===== src/rtl/program_chain_driver.sv =====
// Host-side driver for the fabric's serial configuration chain.
// Config words from the host are shifted MSB-first into the chain head.
// At the same time the bits leaving the chain tail are captured, so the
// old configuration is handed back to the host one word at a time.
module program_chain_driver #(
  parameter int WORD_W    = 32,
  parameter int CHAIN_LEN = 256
) (
  input  logic              clk_i,
  input  logic              rst_ni,
  input  logic              start_i,
  input  logic [WORD_W-1:0] cfg_word_i,
  input  logic              cfg_valid_i,
  output logic              cfg_ready_o,
  output logic [WORD_W-1:0] rdata_o,
  output logic              rdata_valid_o,
  input  logic              rdata_ready_i,
  output logic              program_en_o,
  output logic              program_data_o,
  input  logic              chain_data_i,
  output logic              busy_o,
  output logic              done_o
);

  localparam int NUM_WORDS = (CHAIN_LEN + WORD_W - 1) / WORD_W;
  localparam int LAST_BITS = CHAIN_LEN - (NUM_WORDS - 1) * WORD_W;
  // The final capture is shifted up by this many bits so it reads left-aligned.
  localparam int PAD_BITS  = WORD_W - LAST_BITS;
  localparam int BIT_CNT_W = $clog2(WORD_W + 1);
  localparam int WORDS_W   = $clog2(NUM_WORDS + 1);

  typedef enum logic [2:0] {
    ST_IDLE,
    ST_LOAD,
    ST_SHIFT,
    ST_DRAIN,
    ST_DONE
  } state_e;

  state_e                state_q, state_d;
  logic [WORDS_W-1:0]    words_rem_q, words_rem_d;
  logic [BIT_CNT_W-1:0]  bit_cnt_q, bit_cnt_d;
  logic [WORD_W-1:0]     tx_q, tx_d;
  logic [WORD_W-1:0]     cap_q, cap_d;

  logic                  last_word;
  logic [WORD_W-1:0]     cap_shift;

  assign last_word = (words_rem_q == WORDS_W'(1));

  // Capture register advanced by one bit, taking the chain's tail bit at the LSB.
  always_comb begin
    cap_shift    = cap_q << 1;
    cap_shift[0] = chain_data_i;
  end

  // Next-state and datapath update for the load/shift/drain sequence.
  always_comb begin
    // NOTE: every signal gets a default first, so no path through the case leaves one unassigned and no latch is inferred.
    state_d     = state_q;
    words_rem_d = words_rem_q;
    bit_cnt_d   = bit_cnt_q;
    tx_d        = tx_q;
    cap_d       = cap_q;

    case (state_q)
      ST_IDLE: begin
        if (start_i) begin
          words_rem_d = WORDS_W'(NUM_WORDS);
          state_d     = ST_LOAD;
        end
      end

      ST_LOAD: begin
        if (cfg_valid_i) begin
          tx_d      = cfg_word_i;
          cap_d     = '0;
          bit_cnt_d = last_word ? BIT_CNT_W'(LAST_BITS) : BIT_CNT_W'(WORD_W);
          state_d   = ST_SHIFT;
        end
      end

      ST_SHIFT: begin
        tx_d      = tx_q << 1;
        cap_d     = cap_shift;
        bit_cnt_d = bit_cnt_q - BIT_CNT_W'(1);
        if (bit_cnt_q == BIT_CNT_W'(1)) begin
          state_d = ST_DRAIN;
          if (last_word) begin
            cap_d = cap_shift << PAD_BITS;
          end
        end
      end

      ST_DRAIN: begin
        if (rdata_ready_i) begin
          words_rem_d = words_rem_q - WORDS_W'(1);
          state_d     = last_word ? ST_DONE : ST_LOAD;
        end
      end

      ST_DONE: begin
        state_d = ST_IDLE;
      end

      default: begin
        state_d = ST_IDLE;
      end
    endcase
  end

  // State and datapath registers; reset clears everything so every output reads 0.
  always_ff @(posedge clk_i or negedge rst_ni) begin
    if (!rst_ni) begin
      state_q     <= ST_IDLE;
      words_rem_q <= '0;
      bit_cnt_q   <= '0;
      tx_q        <= '0;
      cap_q       <= '0;
    end else begin
      // NOTE: non-blocking assignments so all registers update together from pre-edge values.
      state_q     <= state_d;
      words_rem_q <= words_rem_d;
      bit_cnt_q   <= bit_cnt_d;
      tx_q        <= tx_d;
      cap_q       <= cap_d;
    end
  end

  // Outputs are pure decodes of registered state; none depends on an input.
  assign cfg_ready_o    = (state_q == ST_LOAD);
  assign program_en_o   = (state_q == ST_SHIFT);
  assign program_data_o = program_en_o & tx_q[WORD_W-1];
  assign rdata_valid_o  = (state_q == ST_DRAIN);
  assign rdata_o        = rdata_valid_o ? cap_q : '0;
  assign busy_o         = (state_q != ST_IDLE);
  assign done_o         = (state_q == ST_DONE);

endmodule


===== config.mk =====
export PLATFORM = sky130hd
export DESIGN_NAME = program_chain_driver
export DESIGN_NICKNAME = d
export VERILOG_FILES = /design/src/rtl/program_chain_driver.sv
export SDC_FILE = /design/constraint.sdc
export NUM_CORES = 1
export LEC_CHECK = 0
export ABC_CLOCK_PERIOD_IN_PS = 1800
export CORE_ASPECT_RATIO = 1.5
export CORE_MARGIN = 1
export CORE_UTILIZATION = 46
export DETAILED_ROUTE_END_ITERATION = 10
export PLACE_DENSITY = 0.72
export SETUP_SLACK_MARGIN = 0.3
export SYNTH_ARGS = -nofsm -noshare
export SYNTH_HDL_FRONTEND = slang
export SYNTH_SLANG_ARGS = --single-unit

===== constraint.sdc =====
create_clock -name clk_i -period 1.8 [get_ports clk_i]
set_input_delay 0.45 -clock clk_i [delete_from_list [all_inputs] [get_ports clk_i]]
set_output_delay 0.45 -clock clk_i [all_outputs]
set_load 0.01 [all_outputs]

==> results of run 1 <==
## through the flow
step	total power [µW]	area (µm²)	hold WS, ns
2_1_floorplan	5070	3790	0.154
3_3_place_gp	5880	4720	0.370
3_5_place_dp	5990	4720	0.374
4_1_cts	9350	5400	0.0153
5_1_grt	10700	5810	0.0378
6_report	10200	5810	0.0111
## kinds of logic after synthesis
| logic type | count (synthesis) |
|---|---|
| compound gates | 52 |
| xor+xnor | 2 |
| buf+inv | 29 |
| mux | 65 |
| simple gates | 76 |
| fa+ha+maj | 4 |
| flops | 77 |
## registers in the layout, summed over array words and instances (netlist names)
name / count
words_rem_q: 4
state_q: 3
tx_q: 32
cap_q: 32
bit_cnt_q: 6
## how the worst max path moves through the flow
stage / endpoint / slack (ns) / cells past startpoint
after CTS: rdata_o[16] / -0.22 / 5
after floorplan: program_data_o / 0.06 / 5
final: rdata_o[10] / -0.23 / 5
after global placement: rdata_o[26] / -0.20 / 4
after global routing: rdata_o[10] / -0.29 / 5
after detailed placement: tx_q[26] / -0.24 / 5
## worst register-to-register path: stages (launching register included)
cell and delay [ns]:
dfrtp_1 0.41, buf_6 0.13, buf_6 0.12, buf_6 0.11
nand3b_1 0.22, buf_4 0.18, buf_6 0.11, a21o_4 0.26
buf_12 0.15, a22o_1 0.22
## area by class of cell
type / instances / area (µm²)
well taps: 102 / 128
multi-input cells: 199 / 1880
clock inverters: 5 / 83.8
repair buffers: 135 / 1510
fillers: 505 / 1900
inverters: 7 / 33.8
clock buffers: 10 / 239
flip-flops and latches: 77 / 1930
## per-layer routing
layer | wire (µm) | part of all wire, % | track usage, %
met5 | 0 | 0 | 0
met4 | 421 | 4.2 | 14.3
met3 | 346 | 3.5 | 3.32
met2 | 5340 | 54 | 37.3
met1 | 3810 | 38 | 27.4
## power by group through the flow
stage	Combinational, µW	Sequential, µW	Clock (µW)
floorplan	2480	2590	0
global placement	3200	2680	0
detailed placement	3270	2720	0
CTS	4670	2700	1990
global route	5810	2800	2050
finish	5510	2750	1970
## cell usage in the layout, fill, tap and decap left out, types with 2 or more instances in the layout
cell	count
mux2i_1	3
and2_1	12
mux2_4	39
buf_12	8
clkbuf_16	12
clkinvlp_4	2
buf_8	3
buf_4	21
dfrtp_1	77
xor2_1	2
ha_1	4
buf_16	5
a21oi_1	5
nor3_1	2
and2_4	21
o21ai_0	9
nand2_1	20
buf_2	14
a22o_1	27
bufinv_16	2
buf_6	44
o21ai_2	2
inv_1	6
mux2_2	23
nor2_1	2
nand4b_1	2
nand2b_1	3
clkdlybuf4s50_1	36
## what timing repair did
| action | in CTS | in global routing |
|---|---|---|
| endpoints found under the setup margin | 106 | 114 |
| gates cloned | 6 | 4 |
| gates resized for setup | 217 | 60 |
| pin swaps | 14 | 9 |
| hold endpoints to repair | 0 | 0 |
| buffers inserted | 21 | 8 |
==> qor.json, run 1 <==
{
  "outcome": {"value": "finished with violations"},
  "failing_checks": {"value": "setup timing"},
  "critical_path.max_stage_delay": {"value": 0.41, "unit": "ns"},
  "timing.final.crit_share": {"value": 113, "unit": "%"},
  "worst_ep_required_time": {"value": 1.35, "unit": "ns"},
  "synth_largest_type_area_fraction": {"value": 51.9, "unit": "%"},
  "syn-instance-count": {"value": 305},
  "cts_root_buffer": {"value": "clkbuf_16"},
  "syn-cell-area": {"value": 3710, "unit": "µm²"},
  "worst-r2r-cell-count": {"value": 9},
  "setup_slack": {"value": -0.232, "unit": "ns"},
  "final-setup-viol-count": {"value": 107},
  "final_max_slew_viol_count": {"value": 0},
  "synthTopCellsByArea": {"value": "dfrtp_1 (52%), mux2_2 (19%), a22o_1 (6.4%)"},
  "core-area": {"value": 7710, "unit": "µm²"},
  "max_cap_violations": {"value": 0},
  "post-synth-top-count-cell": {"value": "dfrtp_1"},
  "finalCoreUtilization": {"value": 75.3, "unit": "%"},
  "regToRegEndpoint": {"value": "cap_q[10]"},
  "port_buffers": {"value": 75},
  "yosys_warnings": {"value": 0},
  "synth-compound-area-share": {"value": 10.3, "unit": "%"},
  "synthesis_to_finish_area_growth": {"value": 56.4, "unit": "%"},
  "grt_first_pass_wirelength": {"value": 14300, "unit": "µm"},
  "routed_wl": {"value": 9910, "unit": "µm"},
  "worstMarginPinSlew": {"value": 0.421, "unit": "ns"},
  "cts_num_sinks": {"value": 77},
  "synth.ff_latch_count": {"value": 77},
  "internal_power": {"value": 7000, "unit": "µW"},
  "tritoncts.num_buffers": {"value": 9},
  "remaining_global_route_overflow": {"value": 0},
  "globalplace.congestion": {"value": 0.764},
  "clock_insertion_delay_worst_skew": {"value": 0.34, "unit": "ns"},
  "synth_flop_cell": {"value": "dfrtp_1"},
  "ioPinCount": {"value": 76},
  "timing_hold_violations_final": {"value": 0},
  "start_kind": {"value": "flip-flop"},
  "dp_cells": {"value": 481},
  "grt.total_usage": {"value": 22.8, "unit": "%"},
  "synth-adder-area-share": {"value": 1.35, "unit": "%"},
  "cp.buffers_inverters": {"value": 3},
  "worstSetupEndpointType": {"value": "primary output"},
  "synth_nets": {"value": 347},
  "preCtsSetupSlack": {"value": -0.241, "unit": "ns"},
  "post-route-drc-count": {"value": 0},
  "timing.critical_path.max_delay_family": {"value": "simple AND/OR/NAND/NOR gates"},
  "synth_xor_xnor_area_share": {"value": 0.472, "unit": "%"},
  "finish.cell_count_without_fillers": {"value": 535},
  "grt_max_degree": {"value": 36},
  "setup_tns": {"value": -18.15, "unit": "ns"},
  "worstSetupStartpoint": {"value": "state_q[2]"},
  "power.static_leakage": {"value": 0.00273, "unit": "µW"},
  "cts_htree_levels": {"value": 3},
  "grt_antenna_before_repair": {"value": 0},
  "crit_slowest_cell": {"value": "dfrtp_1"},
  "power.share.clock": {"value": 19.3, "unit": "%"},
  "comb_power_share": {"value": 53.9, "unit": "%"},
  "max_clock_freq": {"value": 492, "unit": "MHz"},
  "dr_total_vias": {"value": 2929},
  "residual_antenna_violating_net_count_after_detailed_routing": {"value": 0},
  "antennaDiodeCount": {"value": 0},
  "drt_pass1_iterations": {"value": 4},
  "cts_tree": {"value": "yes"},
  "synth_enable_flop_cells": {"value": 0},
  "routedWlPerCell": {"value": 18.5, "unit": "µm"},
  "timing_worst_setup_path_type": {"value": "flip-flop to primary output"},
  "path_cells": {"value": "and3b_2, buf_6, buf_12, and2_1, buf_2"},
  "netlist.top_cell.by_area": {"value": "dfrtp_1"},
  "slew_headroom": {"value": 71.5, "unit": "%"},
  "dieArea": {"value": 8440, "unit": "µm²"},
  "drt-vias-per-instance": {"value": 5.47},
  "synthSimpleGateAreaFrac": {"value": 12.1, "unit": "%"},
  "fin_skew": {"value": 0.00503, "unit": "ns"},
  "share_of_synthesized_registers_carrying_an_async_set_or_reset": {"value": 100, "unit": "%"},
  "period_needed": {"value": 2.03, "unit": "ns"},
  "total_half_perimeter_wirelength_after_legalization_and_detailed_placement": {"value": 5120, "unit": "µm"},
  "power-per-cell-area": {"value": 1760, "unit": "nW/µm²"},
  "maximum_fanout_encountered_on_the_critical_timing_path": {"value": 17},
  "timing.reg2reg.setup_slack": {"value": -0.22, "unit": "ns"},
  "vdd_ir_drop_max": {"value": 0.00111, "unit": "V"},
  "synth_top_cells_by_count": {"value": "dfrtp_1 (77), mux2_2 (62), and2_1 (33), a22o_1 (27), nand2_1 (20)"},
  "netSwitchingFraction": {"value": 31.6, "unit": "%"},
  "initial_util": {"value": 48.2, "unit": "%"},
  "postCtsHoldBufs": {"value": 0},
  "initialDrtViolationCount": {"value": 205},
  "synth_cell_types": {"value": 40},
  "path_clk_slew": {"value": 0.06, "unit": "ns"},
  "chipWidth": {"value": 75.4, "unit": "µm"},
  "sequential_share_of_the_synthesized_area": {"value": 51.9, "unit": "%"},
  "clockBufferDepth": {"value": 2},
  "switch_pwr": {"value": 3230, "unit": "µW"},
  "grt_setup_unrepaired": {"value": "true"},
  "holdCritPathClass": {"value": "primary input to asynchronous set/reset pin"},
  "synth_top_family_by_area": {"value": "multiplexers"},
  "seq_power_share": {"value": 26.9, "unit": "%"},
  "num-nets-final": {"value": 471},
  "grt_pass1_vias": {"value": 2946},
  "num_rows": {"value": 39},
  "r2r-start": {"value": "state_q[1]"},
  "die_y": {"value": 112, "unit": "µm"},
  "drive_above_1_share": {"value": 49.2, "unit": "%"},
  "syn-mean-instance-area": {"value": 12.2, "unit": "µm²"},
  "critPathArrivalTime": {"value": 1.58, "unit": "ns"},
  "yosys-mux-area-fraction": {"value": 19.6, "unit": "%"}
}
No activity file was read; power rests on OpenSTA's default activity.
==> inputs of run 2 (changes only) <==
--- a/config.mk
+++ b/config.mk
@@ -6,7 +6,6 @@
 export NUM_CORES = 1
 export LEC_CHECK = 0
 export ABC_CLOCK_PERIOD_IN_PS = 1800
-export CORE_ASPECT_RATIO = 1.5
 export CORE_MARGIN = 1
 export CORE_UTILIZATION = 46
 export DETAILED_ROUTE_END_ITERATION = 10
==> qor.json, run 2 (synthesized netlist as in run 1, its figures left out) <==
{
  "routedWlPerCell": {"value": 17.5, "unit": "µm", "change": "was 18.5 µm"},
  "ioPinCount": {"value": 76, "change": "unchanged"},
  "maximum_fanout_encountered_on_the_critical_timing_path": {"value": 11, "change": "was 17"},
  "worst_ep_required_time": {"value": 2.05, "unit": "ns", "change": "was 1.35 ns"},
  "final-setup-viol-count": {"value": 67, "change": "was 107"},
  "clockBufferDepth": {"value": 2, "change": "unchanged"},
  "layout_common_cells": {"value": "dfrtp_1 (77), buf_6 (45), mux2_2 (38)", "change": "was dfrtp_1 (77), buf_6 (44), mux2_4 (39)"},
  "critPathArrivalTime": {"value": 2.28, "unit": "ns", "change": "was 1.58 ns"},
  "cts_root_buffer": {"value": "clkbuf_8", "change": "was clkbuf_16"},
  "path_cells": {"value": "buf_6, or3b_4, clkinv_4, buf_4, buf_12, mux2_2, mux2_2", "change": "was and3b_2, buf_6, buf_12, and2_1, buf_2"},
  "fin_area": {"value": 5790, "unit": "µm²", "change": "was 5810 µm²"},
  "timing.critical_path.max_delay_family": {"value": "multiplexers", "change": "was simple AND/OR/NAND/NOR gates"},
  "fillers": {"value": 512, "change": "was 505"},
  "holdCritPathClass": {"value": "flip-flop to flip-flop", "change": "was primary input to asynchronous set/reset pin"},
  "num_rows": {"value": 32, "change": "was 39"},
  "initialDrtViolationCount": {"value": 71, "change": "was 205"},
  "remaining_global_route_overflow": {"value": 0, "change": "unchanged"},
  "regToRegEndpoint": {"value": "tx_q[2]", "change": "was cap_q[10]"},
  "timing.final.crit_share": {"value": 113, "unit": "%", "change": "about the same"},
  "critPathMostFrequentCell": {"value": "mux2_2"},
  "max_cap_violations": {"value": 0, "change": "unchanged"},
  "die_y": {"value": 91.9, "unit": "µm", "change": "was 112 µm"},
  "residual_antenna_violating_net_count_after_detailed_routing": {"value": 0, "change": "unchanged"},
  "dpl-instance-area": {"value": 4720, "unit": "µm²", "change": "unchanged"},
  "dr_total_vias": {"value": 2843, "change": "was 2929"},
  "start_kind": {"value": "flip-flop", "change": "unchanged"},
  "port_buffers": {"value": 75, "change": "unchanged"},
  "fin_skew": {"value": 0.0133, "unit": "ns", "change": "was 0.00503 ns"},
  "r2r-start": {"value": "state_q[1]", "change": "unchanged"},
  "routed_wl": {"value": 9350, "unit": "µm", "change": "was 9910 µm"},
  "tritoncts.num_buffers": {"value": 9, "change": "unchanged"},
  "max_clock_freq": {"value": 492, "unit": "MHz", "change": "about the same"},
  "cts_tree": {"value": "yes", "change": "unchanged"},
  "num-nets-final": {"value": 468, "change": "was 471"},
  "hold-path-cell-count": {"value": 1},
  "fin_worst_hold_slack": {"value": 0.491, "unit": "ns", "change": "was 0.0111 ns"},
  "grt_antenna_before_repair": {"value": 0, "change": "unchanged"},
  "grt_first_pass_wirelength": {"value": 13700, "unit": "µm", "change": "was 14300 µm"},
  "setup_slack": {"value": -0.233, "unit": "ns", "change": "was -0.232 ns"},
  "final_max_slew_viol_count": {"value": 0, "change": "unchanged"},
  "power-per-cell-area": {"value": 1580, "unit": "nW/µm²", "change": "was 1760 nW/µm²"},
  "post-route-drc-count": {"value": 0, "change": "unchanged"},
  "vdd_ir_drop_max": {"value": 0.000925, "unit": "V", "change": "was 0.00111 V"},
  "globalplace.congestion": {"value": 0.716, "change": "was 0.764"},
  "grt.total_usage": {"value": 20.6, "unit": "%", "change": "was 22.8%"},
  "chipWidth": {"value": 91.9, "unit": "µm", "change": "was 75.4 µm"},
  "grt_setup_unrepaired": {"value": "true", "change": "unchanged"},
  "period_needed": {"value": 2.03, "unit": "ns", "change": "about the same"},
  "drt-vias-per-instance": {"value": 5.33, "change": "was 5.47"},
  "grt_max_degree": {"value": 35, "change": "was 36"},
  "path_clk_slew": {"value": 0.09, "unit": "ns", "change": "was 0.06 ns"},
  "synthesis_to_finish_area_growth": {"value": 55.8, "unit": "%", "change": "was 56.4%"},
  "mostFrequentLayoutCell": {"value": "dfrtp_1", "change": "unchanged"},
  "drive_above_1_share": {"value": 53.1, "unit": "%", "change": "was 49.2%"},
  "cts_htree_levels": {"value": 3, "change": "unchanged"},
  "drt_pass1_iterations": {"value": 4, "change": "unchanged"},
  "slew_headroom": {"value": 72.4, "unit": "%", "change": "was 71.5%"},
  "cp.buffers_inverters": {"value": 4, "change": "was 3"},
  "total_half_perimeter_wirelength_after_legalization_and_detailed_placement": {"value": 4770, "unit": "µm", "change": "was 5120 µm"},
  "worst-r2r-cell-count": {"value": 7, "change": "was 9"},
  "top_regs": {"value": "cap_q (32), tx_q (32), bit_cnt_q (6)", "change": "unchanged"},
  "timing_hold_violations_final": {"value": 0, "change": "unchanged"},
  "hold_path_end": {"value": "bit_cnt_q[5]"},
  "antennaDiodeCount": {"value": 0, "change": "unchanged"},
  "preCtsSetupSlack": {"value": -0.198, "unit": "ns", "change": "was -0.241 ns"},
  "clock_insertion_delay_worst_skew": {"value": 0.36, "unit": "ns", "change": "was 0.34 ns"},
  "worstMarginPinSlew": {"value": 0.411, "unit": "ns", "change": "was 0.421 ns"},
  "timing.hold.worst.start": {"value": "bit_cnt_q[5]"},
  "initial_util": {"value": 47.8, "unit": "%", "change": "was 48.2%"},
  "setup_tns": {"value": -13.09, "unit": "ns", "change": "was -18.15 ns"},
  "timing.reg2reg.setup_slack": {"value": -0.23, "unit": "ns", "change": "was -0.22 ns"},
  "cts_num_sinks": {"value": 77, "change": "unchanged"},
  "critical_path.max_stage_delay": {"value": 0.40, "unit": "ns", "change": "was 0.41 ns"},
  "core-area": {"value": 7770, "unit": "µm²", "change": "was 7710 µm²"},
  "failing_checks": {"value": "setup timing", "change": "unchanged"},
  "crit_slowest_cell": {"value": "dfrtp_1", "change": "unchanged"},
  "power.static_leakage": {"value": 0.00271, "unit": "µW", "change": "was 0.00273 µW"},
  "grt_pass1_vias": {"value": 2851, "change": "was 2946"},
  "timing_worst_setup_path_type": {"value": "flip-flop to flip-flop", "change": "was flip-flop to primary output"},
  "dieArea": {"value": 8440, "unit": "µm²", "change": "about the same"},
  "worstSetupEndpointType": {"value": "flip-flop", "change": "was primary output"},
  "outcome": {"value": "finished with violations", "change": "unchanged"}
}
==> run 2: repair_timing <==
action | CTS | global route
hold buffers | 1 | 0
setup buffers | 13 | 9
resized for setup | 189 | 110
setup endpoints to repair | 108 | 112
gates cloned | 6 | 7
pin swaps | 5 | 14
hold endpoints to repair | 19 | 0
==> run 2: worst reg2reg max path: cells and delay by family (launching register included) <==
kind | cells | cell delay, ns
DFF | 1 | 0.40
muxes | 2 | 0.62
and+or+nand+nor | 1 | 0.39
buffers and inverters | 4 | 0.51
==> run 2: layout make-up <==
| class | instances | area [µm²] | area share [%] |
|---|---|---|---|
| sequential | 77 | 1930 | 33.3 |
| timing repair buffer | 132 | 1590 | 27.5 |
| tap | 102 | 128 | 2.21 |
| clock buffer | 9 | 124 | 2.14 |
| inverter | 7 | 33.8 | 0.584 |
| multi-input combinational | 199 | 1920 | 33.3 |
| clock inverter | 7 | 58.8 | 1.02 |
==> run 2: metal layers <==
layer	wire (µm)	track usage [%]
met1	3850	25.6
met2	4940	35.1
met3	410	5.39
met4	154	6.25
met5	0	0
==> run 2: how the worst max path moves through the flow <==
stage / from / endpoint / slack, ns / cells past startpoint
2_1_floorplan: state_q[0] / program_data_o / 0.06 / 5
3_3_place_gp: state_q[0] / program_data_o / -0.18 / 4
3_5_place_dp: cfg_valid_i / tx_q[3] / -0.20 / 5
4_1_cts: state_q[1] / program_en_o / -0.21 / 5
5_1_grt: state_q[1] / program_data_o / -0.28 / 5
6_report: state_q[1] / tx_q[2] / -0.23 / 7
==> run 2: where the power goes <==
group	switching (µW)	leakage [µW]	internal, µW
registers	397	0.000980	2330
clock network	709	0.0000917	519
logic	2000	0.00163	3170
total	3100	0.00271	6010
==> run 2: stage by stage <==
stage	total power (µW)	utilization, %	cells
floorplan	5070	-	305
global placement	5820	60.8	481
detailed placement	5950	60.8	481
CTS	8060	66.3	517
global route	9600	74.5	533
finish	9120	74.5	533
==> inputs of run 3 (changes only) <==
--- a/config.mk
+++ b/config.mk
@@ -10,7 +10,7 @@
 export CORE_UTILIZATION = 46
 export DETAILED_ROUTE_END_ITERATION = 10
 export PLACE_DENSITY = 0.72
-export SETUP_SLACK_MARGIN = 0.3
+export SETUP_SLACK_MARGIN = 0.5
 export SYNTH_ARGS = -nofsm -noshare
 export SYNTH_HDL_FRONTEND = slang
 export SYNTH_SLANG_ARGS = --single-unit
==> qor.json, run 3 (synthesized netlist as in run 1, its figures left out) <==
{
  "failing_checks": {"value": "setup timing", "change": "unchanged"},
  "cts_root_buffer": {"value": "clkbuf_8", "change": "unchanged"},
  "layout_common_cells": {"value": "dfrtp_1 (77), buf_6 (69), mux2_4 (45)", "change": "was dfrtp_1 (77), buf_6 (45), mux2_2 (38)"},
  "routed_wl": {"value": 10200, "unit": "µm", "change": "was 9350 µm"},
  "maximum_fanout_encountered_on_the_critical_timing_path": {"value": 7, "change": "was 11"},
  "final-setup-viol-count": {"value": 99, "change": "was 67"},
  "clockBufferDepth": {"value": 2, "change": "unchanged"},
  "grt_first_pass_wirelength": {"value": 15800, "unit": "µm", "change": "was 13700 µm"},
  "num_rows": {"value": 32, "change": "unchanged"},
  "mostFrequentLayoutCell": {"value": "dfrtp_1", "change": "unchanged"},
  "ioPinCount": {"value": 76, "change": "unchanged"},
  "start_kind": {"value": "flip-flop", "change": "unchanged"},
  "grt_max_degree": {"value": 32, "change": "was 35"},
  "grt_antenna_before_repair": {"value": 0, "change": "unchanged"},
  "residual_antenna_violating_net_count_after_detailed_routing": {"value": 0, "change": "unchanged"},
  "post-route-drc-count": {"value": 0, "change": "unchanged"},
  "initial_util": {"value": 47.8, "unit": "%", "change": "unchanged"},
  "dr_total_vias": {"value": 3032, "change": "was 2843"},
  "timing.reg2reg.setup_slack": {"value": -0.20, "unit": "ns", "change": "was -0.23 ns"},
  "setup_slack": {"value": -0.224, "unit": "ns", "change": "was -0.233 ns"},
  "grt.total_usage": {"value": 24.3, "unit": "%", "change": "was 20.6%"},
  "worstSetupEndpointType": {"value": "primary output", "change": "was flip-flop"},
  "max_clock_freq": {"value": 494, "unit": "MHz", "change": "was 492 MHz"},
  "dieArea": {"value": 8440, "unit": "µm²", "change": "unchanged"},
  "tritoncts.num_buffers": {"value": 9, "change": "unchanged"},
  "grt_setup_unrepaired": {"value": "true", "change": "unchanged"},
  "period_needed": {"value": 2.02, "unit": "ns", "change": "was 2.03 ns"},
  "max_cap_violations": {"value": 0, "change": "unchanged"},
  "antennaDiodeCount": {"value": 0, "change": "unchanged"},
  "routedWlPerCell": {"value": 18.5, "unit": "µm", "change": "was 17.5 µm"},
  "fin_skew": {"value": 0.00923, "unit": "ns", "change": "was 0.0133 ns"},
  "cts_tree": {"value": "yes", "change": "unchanged"},
  "total_half_perimeter_wirelength_after_legalization_and_detailed_placement": {"value": 4760, "unit": "µm", "change": "was 4770 µm"},
  "port_buffers": {"value": 75, "change": "unchanged"},
  "power.static_leakage": {"value": 0.00287, "unit": "µW", "change": "was 0.00271 µW"},
  "slew_headroom": {"value": 70.7, "unit": "%", "change": "was 72.4%"},
  "die_y": {"value": 91.9, "unit": "µm", "change": "unchanged"},
  "remaining_global_route_overflow": {"value": 0, "change": "unchanged"},
  "postCtsHoldBufs": {"value": 0, "change": "was 1"},
  "synthesis_to_finish_area_growth": {"value": 66.1, "unit": "%", "change": "was 55.8%"},
  "outcome": {"value": "finished with violations", "change": "unchanged"},
  "drt_pass1_iterations": {"value": 4, "change": "unchanged"},
  "vdd_ir_drop_max": {"value": 0.000968, "unit": "V", "change": "was 0.000925 V"},
  "top_regs": {"value": "cap_q (32), tx_q (32), bit_cnt_q (6)", "change": "unchanged"},
  "drive_above_1_share": {"value": 56.4, "unit": "%", "change": "was 53.1%"},
  "critPathArrivalTime": {"value": 1.57, "unit": "ns", "change": "was 2.28 ns"},
  "worstMarginPinSlew": {"value": 0.437, "unit": "ns", "change": "was 0.411 ns"},
  "final_max_slew_viol_count": {"value": 0, "change": "unchanged"},
  "chipWidth": {"value": 91.9, "unit": "µm", "change": "unchanged"},
  "worst_ep_required_time": {"value": 1.35, "unit": "ns", "change": "was 2.05 ns"},
  "power-per-cell-area": {"value": 1700, "unit": "nW/µm²", "change": "was 1580 nW/µm²"},
  "timing_hold_violations_final": {"value": 0, "change": "unchanged"},
  "grt_pass1_vias": {"value": 3079, "change": "was 2851"},
  "setup_tns": {"value": -15.17, "unit": "ns", "change": "was -13.09 ns"},
  "core-area": {"value": 7770, "unit": "µm²", "change": "unchanged"},
  "initialDrtViolationCount": {"value": 228, "change": "was 71"},
  "holdCritPathClass": {"value": "primary input to asynchronous set/reset pin", "change": "was flip-flop to flip-flop"},
  "drt-vias-per-instance": {"value": 5.49, "change": "was 5.33"},
  "timing.final.crit_share": {"value": 112, "unit": "%", "change": "was 113%"},
  "path_clk_slew": {"value": 0.08, "unit": "ns", "change": "was 0.09 ns"},
  "timing_worst_setup_path_type": {"value": "flip-flop to primary output", "change": "was flip-flop to flip-flop"},
  "clock_insertion_delay_worst_skew": {"value": 0.35, "unit": "ns", "change": "was 0.36 ns"},
  "num-nets-final": {"value": 487, "change": "was 468"},
  "total_power": {"value": 10500, "unit": "µW", "change": "was 9120 µW"},
  "cts_num_sinks": {"value": 77, "change": "unchanged"},
  "cts_htree_levels": {"value": 3, "change": "unchanged"},
  "globalplace.congestion": {"value": 0.735, "change": "was 0.716"}
}
-- run 3: changes by cell type in the layout (fill, tap and decap cells not counted), sizes merged --
cell / previous run / this run
buf: 90 / 113
clkbuf: 14 / 12
clkinv: 5 / 3
clkinvlp: 1 / 3
inv: 8 / 6
bufinv: 0 / 1
dlygate4sd3: 1 / 0
-- run 3: worst max-delay path: stages (launching register included) --
cell     delay (ns)
dfrtp_1        0.42
and3b_2        0.28
buf_6          0.15
buf_12         0.13
and2_4         0.13
buf_6          0.11
-- run 3: power by group --
group          switching (µW)  internal [µW]  leakage (µW)
clock                     665            673     0.0000943
sequential                428           2330      0.000980
combinational            2330           4090       0.00179
total                    3420           7090       0.00287
-- run 3: what timing repair did --
item / CTS / global route
setup buffers: 31 / 12
gates cloned: 11 / 3
pin swaps: 17 / 12
endpoints found under the setup margin: 114 / 114
hold endpoints to repair: 0 / 0
resized for setup: 277 / 23
-- run 3: final timing paths --
| path | startpoint | end | depth (start not counted) |
|---|---|---|---|
| worst min-delay path | rst_ni | cap_q[27] | 1 |
| max in group asynchronous | rst_ni | bit_cnt_q[5] | 2 |
| worst min register to register | bit_cnt_q[5] | bit_cnt_q[5] | 1 |
| worst max register to register | state_q[1] | cap_q[13] | 9 |
| min in group clk_i | bit_cnt_q[5] | bit_cnt_q[5] | 1 |
| worst max-delay path | state_q[1] | rdata_o[0] | 5 |
-- run 3: through the flow --
step	cells	area, µm²	setup slack, ns	hold slack, ns	utilization [%]
floorplan	305	3960	0.0585	0.154	-
global placement	479	4830	-0.182	0.382	62.2
detailed placement	479	4830	-0.201	0.385	62.2
CTS	537	5920	-0.195	0.00833	76.2
global route	552	6170	-0.285	0.0204	79.4
finish	552	6170	-0.224	0.0139	79.4
-- run 3: routing by layer --
| metal | routed length [µm] | global-route usage, % |
|---|---|---|
| met5 | 0 | 0 |
| met2 | 5430 | 42.5 |
| met1 | 4130 | 29.6 |
| met3 | 450 | 4.56 |
| met4 | 208 | 9.38 |
-- run 3: final cells by class --
class / instances / area (µm²)
clock buffers: 10 / 138
clock inverters: 6 / 62.6
fillers: 457 / 1600
inverters: 7 / 31.3
multi-input cells: 199 / 2010
flip-flops and latches: 77 / 1930
well taps: 102 / 128
repair buffers: 151 / 1880
